`src/rtl/vga_timing_gen_if.sv`:
```
// Pixel-coordinate bus between the VGA timing source and the drawing blocks.
// The master (timing generator) drives sync/coordinates/strobes; the slave supplies pixel enable and scroll control.
interface vga_timing_gen_if;
  logic       pix_ce;
  logic       scroll_en;
  logic [3:0] scroll_step;
  logic       hsync;
  logic       vsync;
  logic       display_on;
  logic [9:0] pix_x;
  logic [9:0] pix_y;
  logic       line_tick;
  logic       frame_tick;
  logic [9:0] x_offset;

  modport master (
    input  pix_ce, scroll_en, scroll_step,
    output hsync, vsync, display_on, pix_x, pix_y, line_tick, frame_tick, x_offset
  );

  modport slave (
    output pix_ce, scroll_en, scroll_step,
    input  hsync, vsync, display_on, pix_x, pix_y, line_tick, frame_tick, x_offset
  );
endinterface

```
`src/rtl/vga_timing_gen.sv`:
```
// 640x480@60 VGA timing source: pixel/line counters, sync decodes and game strobes.
// Optional frame-rate scroll offset register is built only when SCROLL_OFFSET_EN is defined.
module vga_timing_gen #(
  parameter int unsigned H_DISPLAY = 640,
  parameter int unsigned H_FRONT   = 16,
  parameter int unsigned H_SYNC    = 96,
  parameter int unsigned H_BACK    = 48,
  parameter int unsigned V_DISPLAY = 480,
  parameter int unsigned V_FRONT   = 10,
  parameter int unsigned V_SYNC    = 2,
  parameter int unsigned V_BACK    = 33,
  parameter logic        SYNC_POL  = 1'b0
) (
  input  logic              clk,
  input  logic              rst,
  vga_timing_gen_if.master  vga_o
);

  localparam logic [9:0] H_VIS    = 10'(H_DISPLAY);
  localparam logic [9:0] V_VIS    = 10'(V_DISPLAY);
  localparam logic [9:0] HS_START = 10'(H_DISPLAY + H_FRONT);
  localparam logic [9:0] HS_END   = 10'(H_DISPLAY + H_FRONT + H_SYNC);
  localparam logic [9:0] VS_START = 10'(V_DISPLAY + V_FRONT);
  localparam logic [9:0] VS_END   = 10'(V_DISPLAY + V_FRONT + V_SYNC);
  localparam logic [9:0] H_LAST   = 10'(H_DISPLAY + H_FRONT + H_SYNC + H_BACK - 1);
  localparam logic [9:0] V_LAST   = 10'(V_DISPLAY + V_FRONT + V_SYNC + V_BACK - 1);

  logic [9:0] pix_x_q, pix_x_d;
  logic [9:0] pix_y_q, pix_y_d;
  logic       frame_tick_s;

  // Counter next-state: pix_y steps and wraps only on the pix_x wrap edge.
  always_comb begin
    pix_x_d = pix_x_q;
    pix_y_d = pix_y_q;
    if (vga_o.pix_ce) begin
      if (pix_x_q == H_LAST) begin
        pix_x_d = 10'd0;
        if (pix_y_q == V_LAST) begin
          pix_y_d = 10'd0;
        end else begin
          pix_y_d = pix_y_q + 10'd1;
        end
      end else begin
        pix_x_d = pix_x_q + 10'd1;
      end
    end else begin
      pix_x_d = pix_x_q;
      pix_y_d = pix_y_q;
    end
  end

  // Counter registers with synchronous reset.
  always_ff @(posedge clk) begin
    if (rst) begin
      pix_x_q <= 10'd0;
      pix_y_q <= 10'd0;
    end else begin
      pix_x_q <= pix_x_d;
      pix_y_q <= pix_y_d;
    end
  end

  // Decodes are zero-latency so they stay aligned with the coordinates they describe.
  assign frame_tick_s     = vga_o.pix_ce && (pix_x_q == 10'd0) && (pix_y_q == V_VIS);
  assign vga_o.frame_tick = frame_tick_s;
  assign vga_o.line_tick  = vga_o.pix_ce && (pix_x_q == H_VIS);
  assign vga_o.display_on = (pix_x_q < H_VIS) && (pix_y_q < V_VIS);
  assign vga_o.hsync      = ((pix_x_q >= HS_START) && (pix_x_q < HS_END)) ? SYNC_POL : ~SYNC_POL;
  assign vga_o.vsync      = ((pix_y_q >= VS_START) && (pix_y_q < VS_END)) ? SYNC_POL : ~SYNC_POL;
  assign vga_o.pix_x      = pix_x_q;
  assign vga_o.pix_y      = pix_y_q;

`ifdef SCROLL_OFFSET_EN
  logic [9:0]  x_offset_q, x_offset_d;
  logic [10:0] scroll_sum_s;

  // Offset advances once per frame, kept in 0..H_DISPLAY-1 by a single conditional subtract.
  always_comb begin
    scroll_sum_s = {1'b0, x_offset_q} + {7'd0, vga_o.scroll_step};
    x_offset_d   = x_offset_q;
    if (frame_tick_s && vga_o.scroll_en) begin
      if (scroll_sum_s >= 11'(H_DISPLAY)) begin
        x_offset_d = 10'(scroll_sum_s - 11'(H_DISPLAY));
      end else begin
        x_offset_d = scroll_sum_s[9:0];
      end
    end else begin
      x_offset_d = x_offset_q;
    end
  end

  // Scroll offset register.
  always_ff @(posedge clk) begin
    if (rst) begin
      x_offset_q <= 10'd0;
    end else begin
      x_offset_q <= x_offset_d;
    end
  end

  assign vga_o.x_offset = x_offset_q;
`else
  logic unused_scroll_s;
  assign unused_scroll_s = ^{vga_o.scroll_en, vga_o.scroll_step};
  assign vga_o.x_offset  = 10'd0;
`endif

endmodule

```
`src/flat_wrapper.sv`:
```
// flat-port wrapper written by rule: the top's interface ports become plain ports
module vga_timing_gen_flat 
#(
  parameter int unsigned H_DISPLAY = 640,
  parameter int unsigned H_FRONT   = 16,
  parameter int unsigned H_SYNC    = 96,
  parameter int unsigned H_BACK    = 48,
  parameter int unsigned V_DISPLAY = 480,
  parameter int unsigned V_FRONT   = 10,
  parameter int unsigned V_SYNC    = 2,
  parameter int unsigned V_BACK    = 33,
  parameter logic        SYNC_POL  = 1'b0
)
  (clk, rst, vga_o_pix_ce, vga_o_scroll_en, vga_o_scroll_step, vga_o_hsync, vga_o_vsync, vga_o_display_on, vga_o_pix_x, vga_o_pix_y, vga_o_line_tick, vga_o_frame_tick, vga_o_x_offset);
  vga_timing_gen_if vga_o_i ();
  input  logic clk;
  input  logic rst;
  input wire logic [$bits(vga_o_i.pix_ce)-1:0] vga_o_pix_ce;
  input wire logic [$bits(vga_o_i.scroll_en)-1:0] vga_o_scroll_en;
  input wire logic [$bits(vga_o_i.scroll_step)-1:0] vga_o_scroll_step;
  output wire logic [$bits(vga_o_i.hsync)-1:0] vga_o_hsync;
  output wire logic [$bits(vga_o_i.vsync)-1:0] vga_o_vsync;
  output wire logic [$bits(vga_o_i.display_on)-1:0] vga_o_display_on;
  output wire logic [$bits(vga_o_i.pix_x)-1:0] vga_o_pix_x;
  output wire logic [$bits(vga_o_i.pix_y)-1:0] vga_o_pix_y;
  output wire logic [$bits(vga_o_i.line_tick)-1:0] vga_o_line_tick;
  output wire logic [$bits(vga_o_i.frame_tick)-1:0] vga_o_frame_tick;
  output wire logic [$bits(vga_o_i.x_offset)-1:0] vga_o_x_offset;
  assign vga_o_i.pix_ce = vga_o_pix_ce;
  assign vga_o_i.scroll_en = vga_o_scroll_en;
  assign vga_o_i.scroll_step = vga_o_scroll_step;
  assign vga_o_hsync = vga_o_i.hsync;
  assign vga_o_vsync = vga_o_i.vsync;
  assign vga_o_display_on = vga_o_i.display_on;
  assign vga_o_pix_x = vga_o_i.pix_x;
  assign vga_o_pix_y = vga_o_i.pix_y;
  assign vga_o_line_tick = vga_o_i.line_tick;
  assign vga_o_frame_tick = vga_o_i.frame_tick;
  assign vga_o_x_offset = vga_o_i.x_offset;
  vga_timing_gen #(.H_DISPLAY(H_DISPLAY), .H_FRONT(H_FRONT), .H_SYNC(H_SYNC), .H_BACK(H_BACK), .V_DISPLAY(V_DISPLAY), .V_FRONT(V_FRONT), .V_SYNC(V_SYNC), .V_BACK(V_BACK), .SYNC_POL(SYNC_POL)) u_core (.clk(clk), .rst(rst), .vga_o(vga_o_i));
endmodule
```
`config.mk`:
```
export PLATFORM = sky130hd
export DESIGN_NAME = vga_timing_gen_flat
export DESIGN_NICKNAME = d
export VERILOG_FILES = /design/src/rtl/vga_timing_gen_if.sv /design/src/rtl/vga_timing_gen.sv /design/src/flat_wrapper.sv
export SDC_FILE = /design/constraint.sdc
export NUM_CORES = 1
export LEC_CHECK = 0
export CELL_PAD_IN_SITES_DETAIL_PLACEMENT = 0
export CELL_PAD_IN_SITES_GLOBAL_PLACEMENT = 2
export CORE_UTILIZATION = 27
export CTS_BUF_LIST = sky130_fd_sc_hd__clkbuf_4 sky130_fd_sc_hd__clkbuf_8 sky130_fd_sc_hd__clkbuf_16
export DETAILED_ROUTE_END_ITERATION = 6
export HOLD_SLACK_MARGIN = 0.06
export PLACE_DENSITY_LB_ADDON = 0.1
export SLEW_MARGIN = 10
export SYNTH_ARGS = -nofsm -noshare
export SYNTH_HDL_FRONTEND = slang
export SYNTH_SLANG_ARGS = --single-unit
```
`constraint.sdc`:
```
create_clock -name clk -period 3.2 [get_ports clk]
set_input_delay 0.32 -clock clk [delete_from_list [all_inputs] [get_ports clk]]
set_output_delay 0.32 -clock clk [all_outputs]
set_load 0.05 [all_outputs]
```
==> results of run 1 <==
layout make-up:
cell class	count	area, um^2	share of cell area [%]
inverters	6	22.52	1.429
clock buffers	3	41.29	2.619
repair buffers	28	277.8	17.62
well taps	52	65.06	4.127
multi-input cells	114	769.5	48.81
flip-flops and latches	20	400.4	25.40
cells in the mapped netlist, types with 2 or more instances:
master / number / area, um^2
nand2_1: 7 / 26.28
nor4_4: 2 / 42.54
dfxtp_1: 20 / 400.4
ha_1: 4 / 50.05
clkbuf_1: 2 / 7.510
xnor2_1: 6 / 52.55
nor2_1: 12 / 45.04
buf_2: 2 / 10.01
nand3b_1: 2 / 15.01
and4_1: 2 / 17.52
a21oi_1: 8 / 40.04
nand3_1: 10 / 50.05
or2_2: 2 / 12.51
nand4_1: 5 / 31.28
nor4_1: 5 / 31.28
nand2b_1: 2 / 12.51
buf_4: 10 / 75.07
o21ai_0: 4 / 20.02
and3_1: 2 / 12.51
or3_1: 2 / 12.51
nor3_1: 8 / 40.04
xor2_1: 6 / 52.55
inv_1: 6 / 22.52
cells by family after synthesis:
| kind of cell | after synthesis |
|---|---|
| AND/OR/NAND/NOR | 73 |
| buffers and inverters | 22 |
| flip-flops | 20 |
| AO/OA/AOI/OAI | 14 |
| XOR/XNOR | 12 |
| adder cells (fa/ha/maj) | 4 |
| other | 1 |
| multiplexers | 1 |
metrics by stage:
stage	cell area (um^2)	setup WS, ns	total power [mW]
floorplan	1301	0.3214	0.3099
global placement	1535	0.6502	0.3133
detailed placement	1535	0.6574	0.3134
CTS	1577	0.3726	0.4853
global route	1577	0.3067	0.4985
finish	1577	0.4122	0.4752
flip-flops by register name, summed over array words and instances (netlist names):
name,cells
u_core.vga_o.pix_x,10
u_core.vga_o.pix_y,10
power breakdown:
part	switching [mW]	internal, mW
combinational	0.0435	0.0109
clock	0.0840	0.0838
sequential	0.00246	0.251
layer usage:
metal / GRT usage (%) / wire length [um]
met1: 17.44 / 1553
met2: 21.36 / 1431
met3: 3.608 / 109
met4: 2.494 / 17
met5: 0 / 0
critical path: cells and delay by family, from the launching register on:
family | cells | cell delay [ns]
buffers and inverters | 1 | 0.83
DFF | 1 | 0.47
and+or+nand+nor | 3 | 0.91
final timing paths:
check | slack, ns | cells after the start | end | from
max | 0.41 | 4 | vga_o_frame_tick | u_core.vga_o.pix_y[6]
min reg2reg | 0.51 | 2 | u_core.vga_o.pix_y[0] | u_core.vga_o.pix_y[0]
max reg2reg | 1.21 | 5 | u_core.vga_o.pix_y[3] | u_core.vga_o.pix_x[0]
min | 0.51 | 2 | u_core.vga_o.pix_y[0] | u_core.vga_o.pix_y[0]
==> impl_results.md, run 1 <==
* Period Utilization, post-route at 87.12%
* Post-synthesis cell type count at between 40 and 50
* Post-layout util at 35.47%
* Slew Limit Fails at 0
* Synth async-reset ratio at 0%
* Worst EP arrival at ~2.5 ns
* Post-Synth Adder-Cell Area at 3.949%
* Core Area at 4444 um^2
* Worst-margin pin slew at about 0.5 ns
* Reg clk slew, reported paths at 0.07 ns
* Simple-gate share of the synthesized area at 37.91%
* Setup tns final at 0 ns
* Pwr Density at 301.4 nW/um^2
* H-tree levels at 1
* Initial DRC count at 50
* Max Cap Viol at 0
* Setup Fix Bufs, Post-CTS at 0
* Vias at 1068
* Die H at 70.52 um
* WL/cell at between 10 and 15 um
* Initial Utilization at 28.52%
* Min Tclk post-route at 2.788 ns
* Critical path type: reg -> out
* Mean Syn Cell Area at approximately 8.6 um^2
* ANT nets after route at 0
* FP Rows at 24
* TritonCTS clock tree: yes
* Buffers on Ports at 27
* Failing checks: DRC
* Initial antenna violation count at 0
* Total wire length at roughly 3100 um
* CP Capture Type: primary output
* Placed Cells at 220
* Hold Buf Count CTS at 0
* Layout area overhead at 24.38%
* Clock sinks at 20
* DR DRC count at 12
* Critical Path Slowest Stage Cell: clkdlybuf4s50_1
* Clock root buffer: clkbuf_8
* Fin Clk Skew at 0.003532 ns
* Die X at 70.52 um
* Global-route wire length before repair at 5002 um
* Worst Setup Start Kind: flip-flop
* Max incr delay on CP at 0.83 ns
* Post-Syn Area at 1267 um^2
* Final setup vio count at 0
* Largest net degree at the start of global routing at 12
* Largest family of logic cells by synthesized area: simple AND/OR/NAND/NOR gates
* Cells after Synth at 147
* Fraction of layout cells with a size suffix above 1 at 8.772%
* RSZ-0062 raised after global routing: no
* Max IR drop VDD at 0.2337 mV
* Layout Nets at 185
* CTS buffer count at 3
* Worst Hold Slack at 0.5123 ns
* Commonest non-fill, non-tap cell in the layout: clkdlybuf4s50_1
* Resize count post-CTS at 0
* Vias in the first global route at between 900 and 1000
* Main synth FF type: dfxtp_1
* Mux contribution to synthesized area at 0.7897%
* Drt first pass iters at 6
* Max Freq at 358.7 MHz
* Number of synthesized register bits at 20
* Ports at 43
* Number of flops mapped to enable cells by yosys at 0
* Inserted Diodes at 0
* Hpwl dp at approximately 2300 um
* Status: complete, but fails checks
* Hold WC Path Type: reg -> reg
* Most frequent cells in the layout: clkdlybuf4s50_1 (27), dfxtp_1 (20), nor2_1 (12)
* Longest Clk Path Bufs at 2
* Fin. Hold Viols at 0
* Non-filler cells, final at 223
* Yosys warnings at 0
* Compound-cell area share of the yosys netlist at 6.811%
* Fillers at 481
* Gr usage total at about an eighth
* Vias per inst at 4.789
* Pleak at 0.5798 nW
* Post-Synth XOR/XNOR Area at 8.292%
* Remaining Overflow, GRT at 0
* Seq/Total Area, Yosys at 31.59%
* RePlAce Congestion at roughly 0.80
* Critical Path, Cell by Cell: nand4_1 > or4_1 > nor3_1 > clkdlybuf4s50_1
* Clock latency on the worst-skew pair at ~0.26 ns
* Required time worst endpoint at ~2.9 ns
* Worst slew margin at approximately 66%
* Crit-path max FO at 8
* Die area at roughly 5000 um^2
No activity file was read; power rests on OpenSTA's default activity.
==> run 2, diff against run 1 <==
--- a/config.mk
+++ b/config.mk
@@ -5,10 +5,10 @@
 export SDC_FILE = /design/constraint.sdc
 export NUM_CORES = 1
 export LEC_CHECK = 0
+export ABC_CLOCK_PERIOD_IN_PS = 2600
 export CELL_PAD_IN_SITES_DETAIL_PLACEMENT = 0
 export CELL_PAD_IN_SITES_GLOBAL_PLACEMENT = 2
-export CORE_UTILIZATION = 27
-export CTS_BUF_LIST = sky130_fd_sc_hd__clkbuf_4 sky130_fd_sc_hd__clkbuf_8 sky130_fd_sc_hd__clkbuf_16
+export CORE_UTILIZATION = 25
 export DETAILED_ROUTE_END_ITERATION = 6
 export HOLD_SLACK_MARGIN = 0.06
 export PLACE_DENSITY_LB_ADDON = 0.1
==> constraint.sdc (replaced) <==
create_clock -name clk -period 2.6 [get_ports clk]
set_input_delay 0.26 -clock clk [delete_from_list [all_inputs] [get_ports clk]]
set_output_delay 0.26 -clock clk [all_outputs]
set_load 0.05 [all_outputs]
==> run 2 against run 1 <==
- clock skew is 0.0022 ns lower
- worst hold slack better by 0.0090 ns
- the run now ends clean
- cell area is 2.5% higher
- critical path type unchanged
- total power is 23% higher
- clock power is 24% higher
==> impl_results.md, run 2 (same netlist as run 1, synthesis figures left out) <==
* Status: finished, final reports clean (was complete, but fails checks)
* H-tree levels at 1 (unchanged)
* Fraction of layout cells with a size suffix above 1 at 12.64% (was 8.772%)
* Die X at 73.20 um (was 70.52 um)
* Hold Buf Count CTS at 0 (unchanged)
* ANT nets after route at 0 (unchanged)
* Slew Limit Fails at 0 (unchanged)
* Clock root buffer: clkbuf_8 (unchanged)
* Placed instance area at 1574 um^2 (was 1535 um^2)
* Crit-path max FO at 7 (was 8)
* FP Rows at 25 (was 24)
* Fin. Hold Viols at 0 (unchanged)
* Buffers on Ports at 27 (unchanged)
* Layout Nets at 188 (was 185)
* Final setup vio count at 0 (unchanged)
* Longest Clk Path Bufs at 2 (unchanged)
* Initial DRC count at 47 (was 50)
* Max incr delay on CP at 0.79 ns (was 0.83 ns)
* Setup tns final at 0 ns (unchanged)
* Resize count post-CTS at 0 (unchanged)
* Layout area overhead at 27.44% (was 24.38%)
* Initial Utilization at 26.48% (was 28.52%)
* Die H at 73.20 um (was 70.52 um)
* TritonCTS clock tree: yes (unchanged)
* Max Freq at 444.5 MHz
* Pleak at 0.5992 nW (was 0.5798 nW)
* Non-filler cells, final at 241 (was 223)
* Clock sinks at 20 (unchanged)
* Most frequent cells in the layout: clkdlybuf4s50_1 (24), dfxtp_1 (20), nor2_1 (12) (was clkdlybuf4s50_1 (27), dfxtp_1 (20), nor2_1 (12))
* Hold WC Path Type: reg -> reg (unchanged)
* Worst-margin pin slew at 0.5012 ns (was 0.5127 ns)
* Inserted Diodes at 0 (unchanged)
* RSZ-0062 raised after global routing: no (unchanged)
* Remaining Overflow, GRT at 0 (unchanged)
* Drt first pass iters at 4 (was 6)
* Largest net degree at the start of global routing at 12 (unchanged)
* Critical Path Slowest Stage Cell: clkdlybuf4s50_1 (unchanged)
* Initial antenna violation count at 0 (unchanged)
* Placed Cells at 238 (was 220)
* CP Capture Type: primary output (unchanged)
* Hpwl dp at 2303 um (was 2259 um)
* Reg clk slew, reported paths at 0.08 ns (was 0.07 ns)
* Worst Setup Start Kind: flip-flop (unchanged)
* RePlAce Congestion at 0.7691 (was 0.7993)
* Critical path type: reg -> out (unchanged)
* CTS buffer count at 3 (unchanged)
* Max IR drop VDD at 0.1252 mV (was 0.2337 mV)
* Required time worst endpoint at 2.34 ns (was 2.88 ns)
* Total wire length at 3086 um (was 3111 um)
* Post-layout util at 33.75% (was 35.47%)
* Period Utilization, post-route at 86.53%
* Vias per inst at 4.485 (was 4.789)
* Max Cap Viol at 0 (unchanged)
* Fin Clk Skew at 0.001345 ns (was 0.003532 ns)
* Global-route wire length before repair at 5106 um (was 5002 um)
* Die area at 5358 um^2 (was 4972 um^2)
* Worst EP arrival at 1.99 ns (was 2.47 ns)
* Pwr Density at 362.8 nW/um^2 (was 301.4 nW/um^2)
* Fillers at 519 (was 481)
* WL/cell at 12.80 um (was 13.95 um)
* Clock latency on the worst-skew pair at 0.25 ns (was 0.26 ns)
* Setup Fix Bufs, Post-CTS at 0 (unchanged)
* Design area at 1615 um^2 (was 1577 um^2)
* Ports at 43 (unchanged)
* DR DRC count at 0 (was 12)
* Min Tclk post-route at 2.250 ns
* Gr usage total at 12.48% (was 13.12%)
* Vias in the first global route at 1027 (was 969)
* Vias at 1081 (was 1068)
* Commonest non-fill, non-tap cell in the layout: clkdlybuf4s50_1 (unchanged)
* Core Area at 4786 um^2 (was 4444 um^2)
* Critical Path, Cell by Cell: or2_1 > o21ai_0 > or2_2 > clkdlybuf4s50_1 (was nand4_1 > or4_1 > nor3_1 > clkdlybuf4s50_1)
* Worst slew margin at 66.48% (was 65.72%)
-- run 2: area by class of cell --
| cell class | instances | area, um^2 | area share [%] |
|---|---|---|---|
| Multi-Input combinational cell | 114 | 774.5 | 47.95 |
| Inverter | 6 | 22.52 | 1.394 |
| Timing Repair Buffer | 31 | 292.8 | 18.13 |
| Sequential cell | 20 | 400.4 | 24.79 |
| Clock buffer | 3 | 41.29 | 2.556 |
| Tap cell | 67 | 83.83 | 5.190 |
-- run 2: power by group --
group | internal (mW) | switching, mW
logic | 0.0134 | 0.0535
clock network | 0.103 | 0.105
registers | 0.308 | 0.00299
-- run 2: path summary, 6_finish.rpt --
check	startpoint	to	slack, ns	cells past startpoint
worst min-delay path	u_core.vga_o.pix_y[0]	u_core.vga_o.pix_y[0]	0.52	2
worst max-delay path	u_core.vga_o.pix_x[5]	vga_o_hsync	0.35	4
worst min register to register	u_core.vga_o.pix_y[0]	u_core.vga_o.pix_y[0]	0.52	2
worst max register to register	u_core.vga_o.pix_x[1]	u_core.vga_o.pix_y[7]	0.81	6
-- run 2: critical path: cells and delay by family, from the launching register on --
| kind | cells | cell delay [ns] |
|---|---|---|
| buffers and inverters | 1 | 0.79 |
| flip-flops | 1 | 0.31 |
| AND/OR/NAND/NOR | 2 | 0.47 |
| AO/OA/AOI/OAI | 1 | 0.18 |
-- run 2: metrics by stage --
stage,hold WS (ns),setup WS [ns],power [mW]
detailed placement,0.5122,0.5451,0.3859
floorplan,0.3297,0.1955,0.3817
global placement,0.4998,0.5656,0.3857
global route,0.5512,0.2527,0.6211
CTS,0.5249,0.3273,0.5979
finish,0.5213,0.3503,0.5860
-- run 2: metal layers --
| metal | track usage (%) | vias up | part of all wire [%] |
|---|---|---|---|
| li1 | - | 553 | - |
| met1 | 16.86 | 500 | 49 |
| met2 | 19.96 | 26 | 47 |
| met3 | 2.210 | 2 | 4.0 |
| met4 | 4.139 | 0 | 0.49 |
| met5 | 0 | - | 0 |
==> run 3, diff against run 2 <==
--- a/config.mk
+++ b/config.mk
@@ -6,6 +6,7 @@
 export NUM_CORES = 1
 export LEC_CHECK = 0
 export ABC_CLOCK_PERIOD_IN_PS = 2600
+export CAP_MARGIN = 20
 export CELL_PAD_IN_SITES_DETAIL_PLACEMENT = 0
 export CELL_PAD_IN_SITES_GLOBAL_PLACEMENT = 2
 export CORE_UTILIZATION = 25
==> results of run 3 <==
Same layout as run 2: the final DEF is identical, and so are final timing and power.
